$ cat config.mk
export PLATFORM = sky130hd
export DESIGN_NAME = exu_oitf_gen2
export DESIGN_NICKNAME = d
export VERILOG_FILES = /design/src/rtl/exu_oitf_gen2.sv
export SDC_FILE = /design/constraint.sdc
export NUM_CORES = 1
export LEC_CHECK = 0
export BUFFER_PORTS_ARGS = -buffer_cell sky130_fd_sc_hd__buf_2
export CAP_MARGIN = 10
export CORE_UTILIZATION = 35
export DETAILED_ROUTE_END_ITERATION = 12
export PLACE_DENSITY = 0.6
export SLEW_MARGIN = 20
export SYNTH_ARGS = -nofsm -noshare
export SYNTH_HDL_FRONTEND = slang
export SYNTH_SLANG_ARGS = --single-unit
$ cat constraint.sdc
create_clock -name clk -period 2.8 [get_ports clk]
set_clock_uncertainty 0.2 [all_clocks]
set_input_delay 0.28 -clock clk [delete_from_list [all_inputs] [get_ports clk]]
set_output_delay 0.28 -clock clk [all_outputs]
set_load 0.01 [all_outputs]
$ cat src/rtl/exu_oitf_gen2.sv
// ---------------------------------------------------------------------------
// exu_oitf_gen2 -- outstanding-instruction track FIFO for the EXU.
//
// Every long-pipe instruction (LSU, later MULDIV) takes an entry at dispatch
// and receives that entry's index as its itag. Entries return strictly in
// dispatch order to the long-pipe write-back block. The dispatching
// instruction's rs1/rs2/rd are compared against all outstanding
// destinations so the dispatcher can stall on RAW/WAW hazards.
//
// Optional feature macro: EXU_OITF_FLUSH_EN
//   defined   -> flush_req port exists and clears the FIFO at the next edge
//   undefined -> no flush_req port; only rst_n clears the FIFO
//
// Parameters
//   DEPTH    number of entries (power of two, >= 2)
//   RFIDX_W  register index width
//   PTR_W    itag width, $clog2(DEPTH)
//
// Ports
//   clk, rst_n                       clock, synchronous active-low reset
//   disp_ena / disp_ready            allocation request / accepted
//   disp_ptr                         itag for the allocating instruction
//   disp_i_rs1en/rs2en/rdwen         operand and destination enables
//   disp_i_rs1idx/rs2idx/rdidx       operand and destination indices
//   oitfrd_match_disprs1/rs2/rd      hazard hits against outstanding rd
//   ret_ena                          retire the oldest entry
//   ret_ptr / ret_rdwen / ret_rdidx  oldest entry itag and destination
//   oitf_empty / oitf_full           status
//   oitf_count                       valid entries, 0..DEPTH
//   flush_req                        clear everything (EXU_OITF_FLUSH_EN only)
// ---------------------------------------------------------------------------
module exu_oitf_gen2 #(
    parameter  int DEPTH   = 4,
    parameter  int RFIDX_W = 5,
    localparam int PTR_W   = $clog2(DEPTH)
) (
    input  logic               clk,
    input  logic               rst_n,

    input  logic               disp_ena,
    output logic               disp_ready,
    output logic [PTR_W-1:0]   disp_ptr,

    input  logic               disp_i_rs1en,
    input  logic               disp_i_rs2en,
    input  logic               disp_i_rdwen,
    input  logic [RFIDX_W-1:0] disp_i_rs1idx,
    input  logic [RFIDX_W-1:0] disp_i_rs2idx,
    input  logic [RFIDX_W-1:0] disp_i_rdidx,

    output logic               oitfrd_match_disprs1,
    output logic               oitfrd_match_disprs2,
    output logic               oitfrd_match_disprd,

    input  logic               ret_ena,
    output logic [PTR_W-1:0]   ret_ptr,
    output logic               ret_rdwen,
    output logic [RFIDX_W-1:0] ret_rdidx,

    output logic               oitf_empty,
    output logic               oitf_full,
    output logic [PTR_W:0]     oitf_count
`ifdef EXU_OITF_FLUSH_EN
    ,
    input  logic               flush_req
`endif
);

    // -----------------------------------------------------------------------
    // State
    // -----------------------------------------------------------------------
    // Pointers carry their wrap flag as the extra MSB. Because DEPTH is a
    // power of two, a plain +1 on {flag, index} wraps the index from
    // DEPTH-1 to 0 and toggles the flag in the same step.
    logic [DEPTH-1:0]   vld_q,   vld_d;
    logic [DEPTH-1:0]   rdwen_q, rdwen_d;
    logic [RFIDX_W-1:0] rdidx_q [DEPTH];
    logic [RFIDX_W-1:0] rdidx_d [DEPTH];

    logic [PTR_W:0]     alc_ptr_q, alc_ptr_d;
    logic [PTR_W:0]     ret_ptr_q, ret_ptr_d;
    logic [PTR_W:0]     count_q,   count_d;

    logic [PTR_W-1:0]   alc_idx;
    logic [PTR_W-1:0]   ret_idx;
    logic               alc_flg;
    logic               ret_flg;

    logic               flush;
    logic               empty;
    logic               full;
    logic               alc_fire;
    logic               ret_fire;

`ifdef EXU_OITF_FLUSH_EN
    assign flush = flush_req;
`else
    assign flush = 1'b0;
`endif

    assign alc_idx = alc_ptr_q[PTR_W-1:0];
    assign ret_idx = ret_ptr_q[PTR_W-1:0];
    assign alc_flg = alc_ptr_q[PTR_W];
    assign ret_flg = ret_ptr_q[PTR_W];

    // -----------------------------------------------------------------------
    // Status and handshakes
    // -----------------------------------------------------------------------
    assign empty = (alc_idx == ret_idx) && (alc_flg == ret_flg);
    assign full  = (alc_idx == ret_idx) && (alc_flg != ret_flg);

    // A flush cycle refuses allocation so the dispatcher never believes an
    // instruction was recorded when the flush is about to discard it.
    assign disp_ready = ~full & ~flush;
    assign alc_fire   = disp_ena & disp_ready;
    assign ret_fire   = ret_ena & ~empty;

    assign disp_ptr   = alc_idx;
    assign ret_ptr    = ret_idx;
    assign ret_rdidx  = rdidx_q[ret_idx];
    assign ret_rdwen  = rdwen_q[ret_idx] & vld_q[ret_idx];

    assign oitf_empty = empty;
    assign oitf_full  = full;
    assign oitf_count = count_q;

    // -----------------------------------------------------------------------
    // Hazard compare against registered entries only. An entry retiring this
    // cycle is still seen as outstanding, which can cost one stall cycle but
    // never lets a hazard slip through.
    // -----------------------------------------------------------------------
    logic hit_rs1;
    logic hit_rs2;
    logic hit_rd;

    always_comb begin
        hit_rs1 = 1'b0;
        hit_rs2 = 1'b0;
        hit_rd  = 1'b0;
        for (int i = 0; i < DEPTH; i++) begin
            // rdwen was stored as 0 for rd == x0, so x0 can never hit here.
            if (vld_q[i] && rdwen_q[i]) begin
                if (rdidx_q[i] == disp_i_rs1idx) hit_rs1 = 1'b1;
                if (rdidx_q[i] == disp_i_rs2idx) hit_rs2 = 1'b1;
                if (rdidx_q[i] == disp_i_rdidx)  hit_rd  = 1'b1;
            end
        end
    end

    assign oitfrd_match_disprs1 = disp_i_rs1en & hit_rs1;
    assign oitfrd_match_disprs2 = disp_i_rs2en & hit_rs2;
    assign oitfrd_match_disprd  = disp_i_rdwen & hit_rd;

    // -----------------------------------------------------------------------
    // Next-state logic
    // -----------------------------------------------------------------------
    // NOTE: every signal written here is given its hold value first, so no
    // path through the block leaves one unassigned and no latch is inferred.
    always_comb begin
        vld_d     = vld_q;
        rdwen_d   = rdwen_q;
        rdidx_d   = rdidx_q;
        alc_ptr_d = alc_ptr_q;
        ret_ptr_d = ret_ptr_q;
        count_d   = count_q;

        if (flush) begin
            // Return to exactly the reset picture, including the data fields
            // so ret_rdidx reads 0 afterwards just as it does out of reset.
            vld_d     = '0;
            rdwen_d   = '0;
            for (int i = 0; i < DEPTH; i++) begin
                rdidx_d[i] = '0;
            end
            alc_ptr_d = '0;
            ret_ptr_d = '0;
            count_d   = '0;
        end else begin
            // Allocation needs not-full and retirement needs not-empty, so
            // both can never address the same slot in one cycle.
            if (alc_fire) begin
                vld_d[alc_idx]   = 1'b1;
                rdwen_d[alc_idx] = disp_i_rdwen & (disp_i_rdidx != '0);
                rdidx_d[alc_idx] = disp_i_rdidx;
                alc_ptr_d        = alc_ptr_q + 1'b1;
            end

            if (ret_fire) begin
                vld_d[ret_idx] = 1'b0;
                ret_ptr_d      = ret_ptr_q + 1'b1;
            end

            unique case ({alc_fire, ret_fire})
                2'b10:   count_d = count_q + 1'b1;
                2'b01:   count_d = count_q - 1'b1;
                default: count_d = count_q;
            endcase
        end
    end

    // -----------------------------------------------------------------------
    // State registers
    // -----------------------------------------------------------------------
    // NOTE: sequential state is updated with non-blocking assignments so all
    // registers sample the pre-edge values regardless of statement order.
    always_ff @(posedge clk) begin
        if (!rst_n) begin
            // NOTE: the entry array is small and its rdidx/rdwen are visible
            // on ret_* straight out of reset, so the whole array is reset,
            // not just the valid bits.
            vld_q     <= '0;
            rdwen_q   <= '0;
            for (int i = 0; i < DEPTH; i++) begin
                rdidx_q[i] <= '0;
            end
            alc_ptr_q <= '0;
            ret_ptr_q <= '0;
            count_q   <= '0;
        end else begin
            vld_q     <= vld_d;
            rdwen_q   <= rdwen_d;
            rdidx_q   <= rdidx_d;
            alc_ptr_q <= alc_ptr_d;
            ret_ptr_q <= ret_ptr_d;
            count_q   <= count_d;
        end
    end

endmodule

# Word level (Yosys, flattened, before mapping)
# Index checks and enable logic that the tools add are counted.
# Widths: inputs -> output; s select.
# classes
reduce_logical	11
n_addsub	4
magnitude_cmp	7
n_eq_ne	17
bitwise	14
muxes	42
# ops
operator	count
$eq 5x5->1	12
$mux 1	28
$bwmux 20	1
$mux 5	3
$bmux 5 s2	1
$demux 5 s2	1
$add 3x1->3 const B	3
$logic_and 1x1->1	9
$mux 4	2
$and 1x1->1	7
$ge 3x3->1 const B	2
$lt 2x3->1 const B	2
$not 2->3	2
$pmux 3 s2	1
$reduce_bool 5->1	1
$and 4x4->4	1
$bmux 1 s2	2
$bwmux 4	1
$demux 1 s2	2
$ge 2x1->1 const B	2
$not 4->4	1
$or 4x4->4	1
$lt 3x1->1 const B	1
$sub 3x1->3 const B	1
7 further kinds	8
# word_totals
out_inout_bits	19
elab_cells	104
register_bits	37

# Depth between registers and ports, before layout
# depth
depth_word	10
depth_mapped	9

# Worst setup path after synthesis
# Ideal clock, no wire load.
# synth_timing
kind	reg2reg
startpoint	reg ret_ptr_q[0]
endpoint	reg count_q[2] (netlist: oitf_count[2])
slack_ns	0.376
stages_incl_launch_ff	10
t_arrival_ns	2.149
path_cell_list	dfxtp_1 > buf_4 > xnor2_4 > a31oi_4 > ha_1 > inv_1 > fa_1 > xor2_1 > or3_1 > a21boi_0
# synth_via
elab_chain_len	6
word_cells_on_any_way	11
# synth_rtl
element	line	source
start, declared	81	logic [PTR_W:0] ret_ptr_q, ret_ptr_d;
start signal, assigned	224	ret_ptr_q <= ret_ptr_d;
$eq 2x2->1 *	109, 110	
$logic_and 1x1->1 (on tied branches)	109, 110	
$not 1->1 (on tied branches)	116, 114	
$and 1x1->1 (on tied branches)	116, 115	
$eq 2x1->1 / $eq 2x2->1 (equally long branches)	193	unique case ({alc_fire, ret_fire})
$pmux 3 s2 / $reduce_bool 2->1 (equally long branches)	n/a	
end signal, assigned	225	count_q <= count_d;
end, declared	82	logic [PTR_W:0] count_q, count_d;
# Every way passes the cells marked *; elsewhere a longest branch is shown, timed or not.
# A chain may end at the register's enable or synchronous reset.

# Worst setup path after layout
# layout_timing
startpoint	reg alc_ptr_q[0]
endpoint	reg count_q[2] (netlist: oitf_count[2])
# layout_via
elab_chain_len	6
word_cells_on_any_way	11
# layout_rtl
element	line	source
start, declared	80	logic [PTR_W:0] alc_ptr_q, alc_ptr_d;
start signal, assigned	223	alc_ptr_q <= alc_ptr_d;
$eq 2x2->1 *	109, 110	
$logic_and 1x1->1 (on tied branches)	109, 110	
$not 1->1 (on tied branches)	116, 114	
$and 1x1->1 (on tied branches)	116, 115	
$eq 2x1->1 / $eq 2x2->1 (equally long branches)	193	
$pmux 3 s2 / $reduce_bool 2->1 (equally long branches)	n/a	
# Marks and branches as above.

==> qor_table.md <==
| Parameter | This run | Unit |
| --- | --- | --- |
| Result of the run | finished, final reports clean | - |
| Initial DRC Count | 153 | - |
| Synthesized-area fraction occupied by xor and xnor cells | 24.2 | % |
| Final weighted congestion in routability-driven placement | 0.848 | - |
| Number of hold-repair buffers added at the cts stage | 0 | - |
| Area of the die | 7900 | µm² |
| Vias post-DR | 2,050 | - |
| Maximum fanout along the worst path | 7 | - |
| Cell type group with the largest total delay on the critical path | adder cells | - |
| Final Net Count | 345 | - |
| Compound-cell area share of the yosys netlist | 7.06 | % |
| Proportion of register bits with asynchronous set or reset after synthesis | 0 | % |
| Maximum achievable frequency | 396 | MHz |
| Count of instances resized after the clock tree is built | 0 | - |
| Router iterations before antenna repair | 4 | - |
| Number of buffers added for setup after CTS | 0 | - |
| Startpoint types | flop | - |
| Final WL | 6370 | µm |
| Die Ht | 88.9 | µm |
| Worst Max-Slew Pin Slew | 0.558 | ns |
| Critical path, cell by cell | xnor2_4 > a31oi_4 > ha_1 > inv_1 > fa_1 > xor2_1 > or3_1 > a21boi_0 | - |
| Post-synthesis area per instance | 9.11 | µm² |
| Crit path largest cell delay | 0.52 | ns |
| Unique cell type count in the Yosys netlist | 39 | - |
| GRT Max-Usage Layer | met2 | - |
| Number of enable-type register cells in the synthesized netlist | 0 | - |
| Number of remaining DRC errors | 0 | - |
| Synth-to-layout area growth | 12.1 | % |
| Most used flip-flop cell after synthesis | sky130_fd_sc_hd__dfxtp_1 | - |
| Share of synthesized cell area in full adder, half adder and majority cells | 5.02 | % |
| Setup TNS | 0 | ns |
| Max-slew violation total from the final report | 0 | - |
| Max-slew headroom | 62.8 | % |
| Type of destination of the critical path | flop | - |
| Count of endpoints failing hold in the final timing report | 0 | - |
| Ports placed on the boundary | 41 | - |
| Width of the die | 88.9 | µm |
| Number of max-cap violations | 0 | - |
| Number of synthesized register bits | 37 | - |
| RSZ-0062 raised after global routing | no | - |
| Share of synthesized cell area in and, or, nand and nor gates | 15.8 | % |
| First-pass GRT wire length | 10,300 | µm |
| Number of port buffers | 40 | - |
| Met2 GRT Util | 30.0 | % |
| Skew-Pair Late Insertion Delay | 0.29 | ns |
| Number of instances in the synthesized netlist | 290 | - |
| Antenna violations before repair | 0 | - |
| Post-route setup slack | 0.278 | ns |
| Number of vias per cell after detailed routing | 4.96 | - |
| Number of instances in the placed design | 405 | - |
| Met1 capacity usage during global routing | 21.8 | % |
| Number of cells in the finished layout apart from fillers | 413 | - |
| Final setup viols | 0 | - |
| Met3 usage | 2.80 | % |
| Required time worst endpoint | 2.82 | ns |
| # rows | 31 | - |
| Routed wirelength normalized by instance count | 15.4 | µm |
| Clock transition at the register clock pins on the worst setup and hold paths after CTS | 0.08 | ns |
| Type of the worst min-delay path | in -> reg | - |
| Area of the mapped netlist | 2640 | µm² |
| GR Overflow Total | 0 | - |
| Worst path slowest cell | sky130_fd_sc_hd__dfxtp_1 | - |
| Share of synthesized area spent on multiplexers | 12.6 | % |
| Number of buffers and inverters on the critical path | 1 | - |
| Count of H-tree levels built during CTS | 2 | - |
| Antenna diode count | 0 | - |
| Critical setup path kind | reg -> reg | - |
| Post-route fraction of the period consumed by the critical path | 90.1 | % |
| Share of final-layout standard cells stronger than drive strength 1 | 20.4 | % |
| Maximum buffer depth of the clock tree | 2 | - |
| Via count of the first global-routing pass | 2,051 | - |
| Antenna-violating nets left | 0 | - |
| Syn. warnings | 0 | - |
| Largest voltage drop on the vdd net | 0.313 | mV |
| Clock tree from TritonCTS | built | - |
| CTS Root Buffer Type | sky130_fd_sc_hd__clkbuf_8 | - |
| Pre-CTS WS | 0.279 | ns |
| Effective utilization at floorplan | 36.2 | % |
| P_leak | 0.00114 | µW |
| Net Count, Synth | 322 | - |
| Dominant combinational cell family by area after synthesis | XOR/XNOR gates | - |
| Area inside the core boundary | 7290 | µm² |
| Clock sink count | 37 | - |
| Pin count of the biggest net entering global routing | 33 | - |
| HPWL reported at the end of detailed placement | 4740 | µm |
| Sequential share of the synthesized area | 28.0 | % |
| Power per unit of standard cell area | 539 | nW/µm² |
| GR Util All Layers | 17.4 | % |
| Shortest clock period the worst path allows after layout | 2.52 | ns |
| Inserted Clock Buffers | 5 | - |
| Arrival time of data at the critical path endpoint | 2.54 | ns |
logic make-up (layout without fill, tap and decap cells):
| group | count (synthesis) | after routing |
|---|---|---|
| AND/OR/NAND/NOR | 87 | 87 |
| XOR/XNOR | 69 | 69 |
| buffers and inverters | 38 | 62 |
| flip-flops | 37 | 37 |
| multiplexers | 27 | 27 |
| AO/OA/AOI/OAI | 22 | 22 |
| adder cells (fa/ha/maj) | 10 | 10 |
state kept, by name (all words and copies together) (netlist names):
signal	count
rdidx_q	20
rdwen_q	4
vld_q	4
alc_ptr_q	3
oitf_count	3
ret_ptr_q	3
layer usage:
| metal | share of wire (%) | up-vias |
|---|---|---|
| met5 | 0 | - |
| met4 | 1.3 | 0 |
| met3 | 4.2 | 8 |
| met2 | 48 | 55 |
| met1 | 47 | 976 |
| li1 | - | 1011 |
power by group:
group | switching [µW] | internal (µW)
Sequential | 61.4 | 571
Combinational | 247 | 226
Clock | 200 | 290
through the flow:
| step | cell area [µm²] | hold WS (ns) | total power (µW) | utilization [%] |
|---|---|---|---|---|
| finish | 2960 | 0.129 | 1600 | 40.6 |
| global route | 2960 | 0.138 | 1680 | 40.6 |
| CTS | 2960 | 0.126 | 1610 | 40.6 |
| detailed placement | 2840 | 0.258 | 1120 | 38.9 |
| global placement | 2840 | 0.244 | 1110 | 38.9 |
| floorplan | 2640 | 0.232 | 1010 | - |
cells in the mapped netlist, types with 2 or more instances:
library cell | instances | share of area (%)
sky130_fd_sc_hd__xnor2_1 | 52 | 17
sky130_fd_sc_hd__nand2_1 | 41 | 5.8
sky130_fd_sc_hd__dfxtp_1 | 37 | 28
sky130_fd_sc_hd__mux2i_1 | 22 | 8.3
sky130_fd_sc_hd__xor2_1 | 14 | 4.6
sky130_fd_sc_hd__clkbuf_1 | 12 | 1.7
sky130_fd_sc_hd__nand4_1 | 12 | 2.8
sky130_fd_sc_hd__nor3_1 | 12 | 2.3
sky130_fd_sc_hd__inv_1 | 10 | 1.4
sky130_fd_sc_hd__ha_1 | 9 | 4.3
sky130_fd_sc_hd__buf_2 | 7 | 1.3
sky130_fd_sc_hd__o21ai_0 | 7 | 1.3
sky130_fd_sc_hd__and2_1 | 5 | 1.2
sky130_fd_sc_hd__buf_4 | 5 | 1.4
sky130_fd_sc_hd__mux4_2 | 5 | 4.3
sky130_fd_sc_hd__nand3_1 | 5 | 0.95
sky130_fd_sc_hd__o211a_1 | 4 | 1.5
sky130_fd_sc_hd__and3_1 | 3 | 0.71
sky130_fd_sc_hd__buf_6 | 3 | 1.3
sky130_fd_sc_hd__nor2_1 | 3 | 0.43
sky130_fd_sc_hd__o41a_1 | 3 | 1.3
sky130_fd_sc_hd__nor2b_1 | 2 | 0.47
layout make-up:
type	instances	area, µm²
inverters	10	37.5
well taps	99	124
clock inverters	2	37.5
multi-input cells	215	1710
clock buffers	6	82.6
fillers	765	4330
repair buffers	44	230
flip-flops and latches	37	741
cell usage in the layout, fill, tap and decap left out, types with 4 or more instances in the layout:
master / Yosys / final
sky130_fd_sc_hd__buf_4: 5 / 4
sky130_fd_sc_hd__and2_1: 5 / 5
sky130_fd_sc_hd__dfxtp_1: 37 / 37
sky130_fd_sc_hd__xor2_1: 14 / 14
sky130_fd_sc_hd__buf_2: 7 / 40
sky130_fd_sc_hd__ha_1: 9 / 9
sky130_fd_sc_hd__inv_1: 10 / 10
sky130_fd_sc_hd__mux2i_1: 22 / 22
sky130_fd_sc_hd__clkbuf_8: 0 / 6
sky130_fd_sc_hd__nand3_1: 5 / 5
sky130_fd_sc_hd__nor3_1: 12 / 12
sky130_fd_sc_hd__o21ai_0: 7 / 7
sky130_fd_sc_hd__xnor2_1: 52 / 52
sky130_fd_sc_hd__o211a_1: 4 / 4
sky130_fd_sc_hd__mux4_2: 5 / 5
sky130_fd_sc_hd__nand2_1: 41 / 41
sky130_fd_sc_hd__nand4_1: 12 / 12
tightest hold or removal path, delay by kind of cell:
family	cells	cell delay [ns]
AO/OA/AOI/OAI	1	0.06
buffers and inverters	1	0.16
AND/OR/NAND/NOR	1	0.07
final timing paths:
check	start	to	slack (ns)	cells past startpoint
worst min-delay path	disp_i_rdidx[0]	rdidx_q[0]$_SDFFE_PN0P_	0.13	3
worst max-delay path	alc_ptr_q[0]$_SDFFE_PN0P_	oitf_count[2]$_SDFFE_PN0P_	0.28	8
worst max register to register	alc_ptr_q[0]$_SDFFE_PN0P_	oitf_count[2]$_SDFFE_PN0P_	0.28	8
worst min register to register	rdwen_q[1]$_SDFFE_PN0P_	rdwen_q[1]$_SDFFE_PN0P_	0.27	2
No activity file was read; power rests on OpenSTA's default activity.
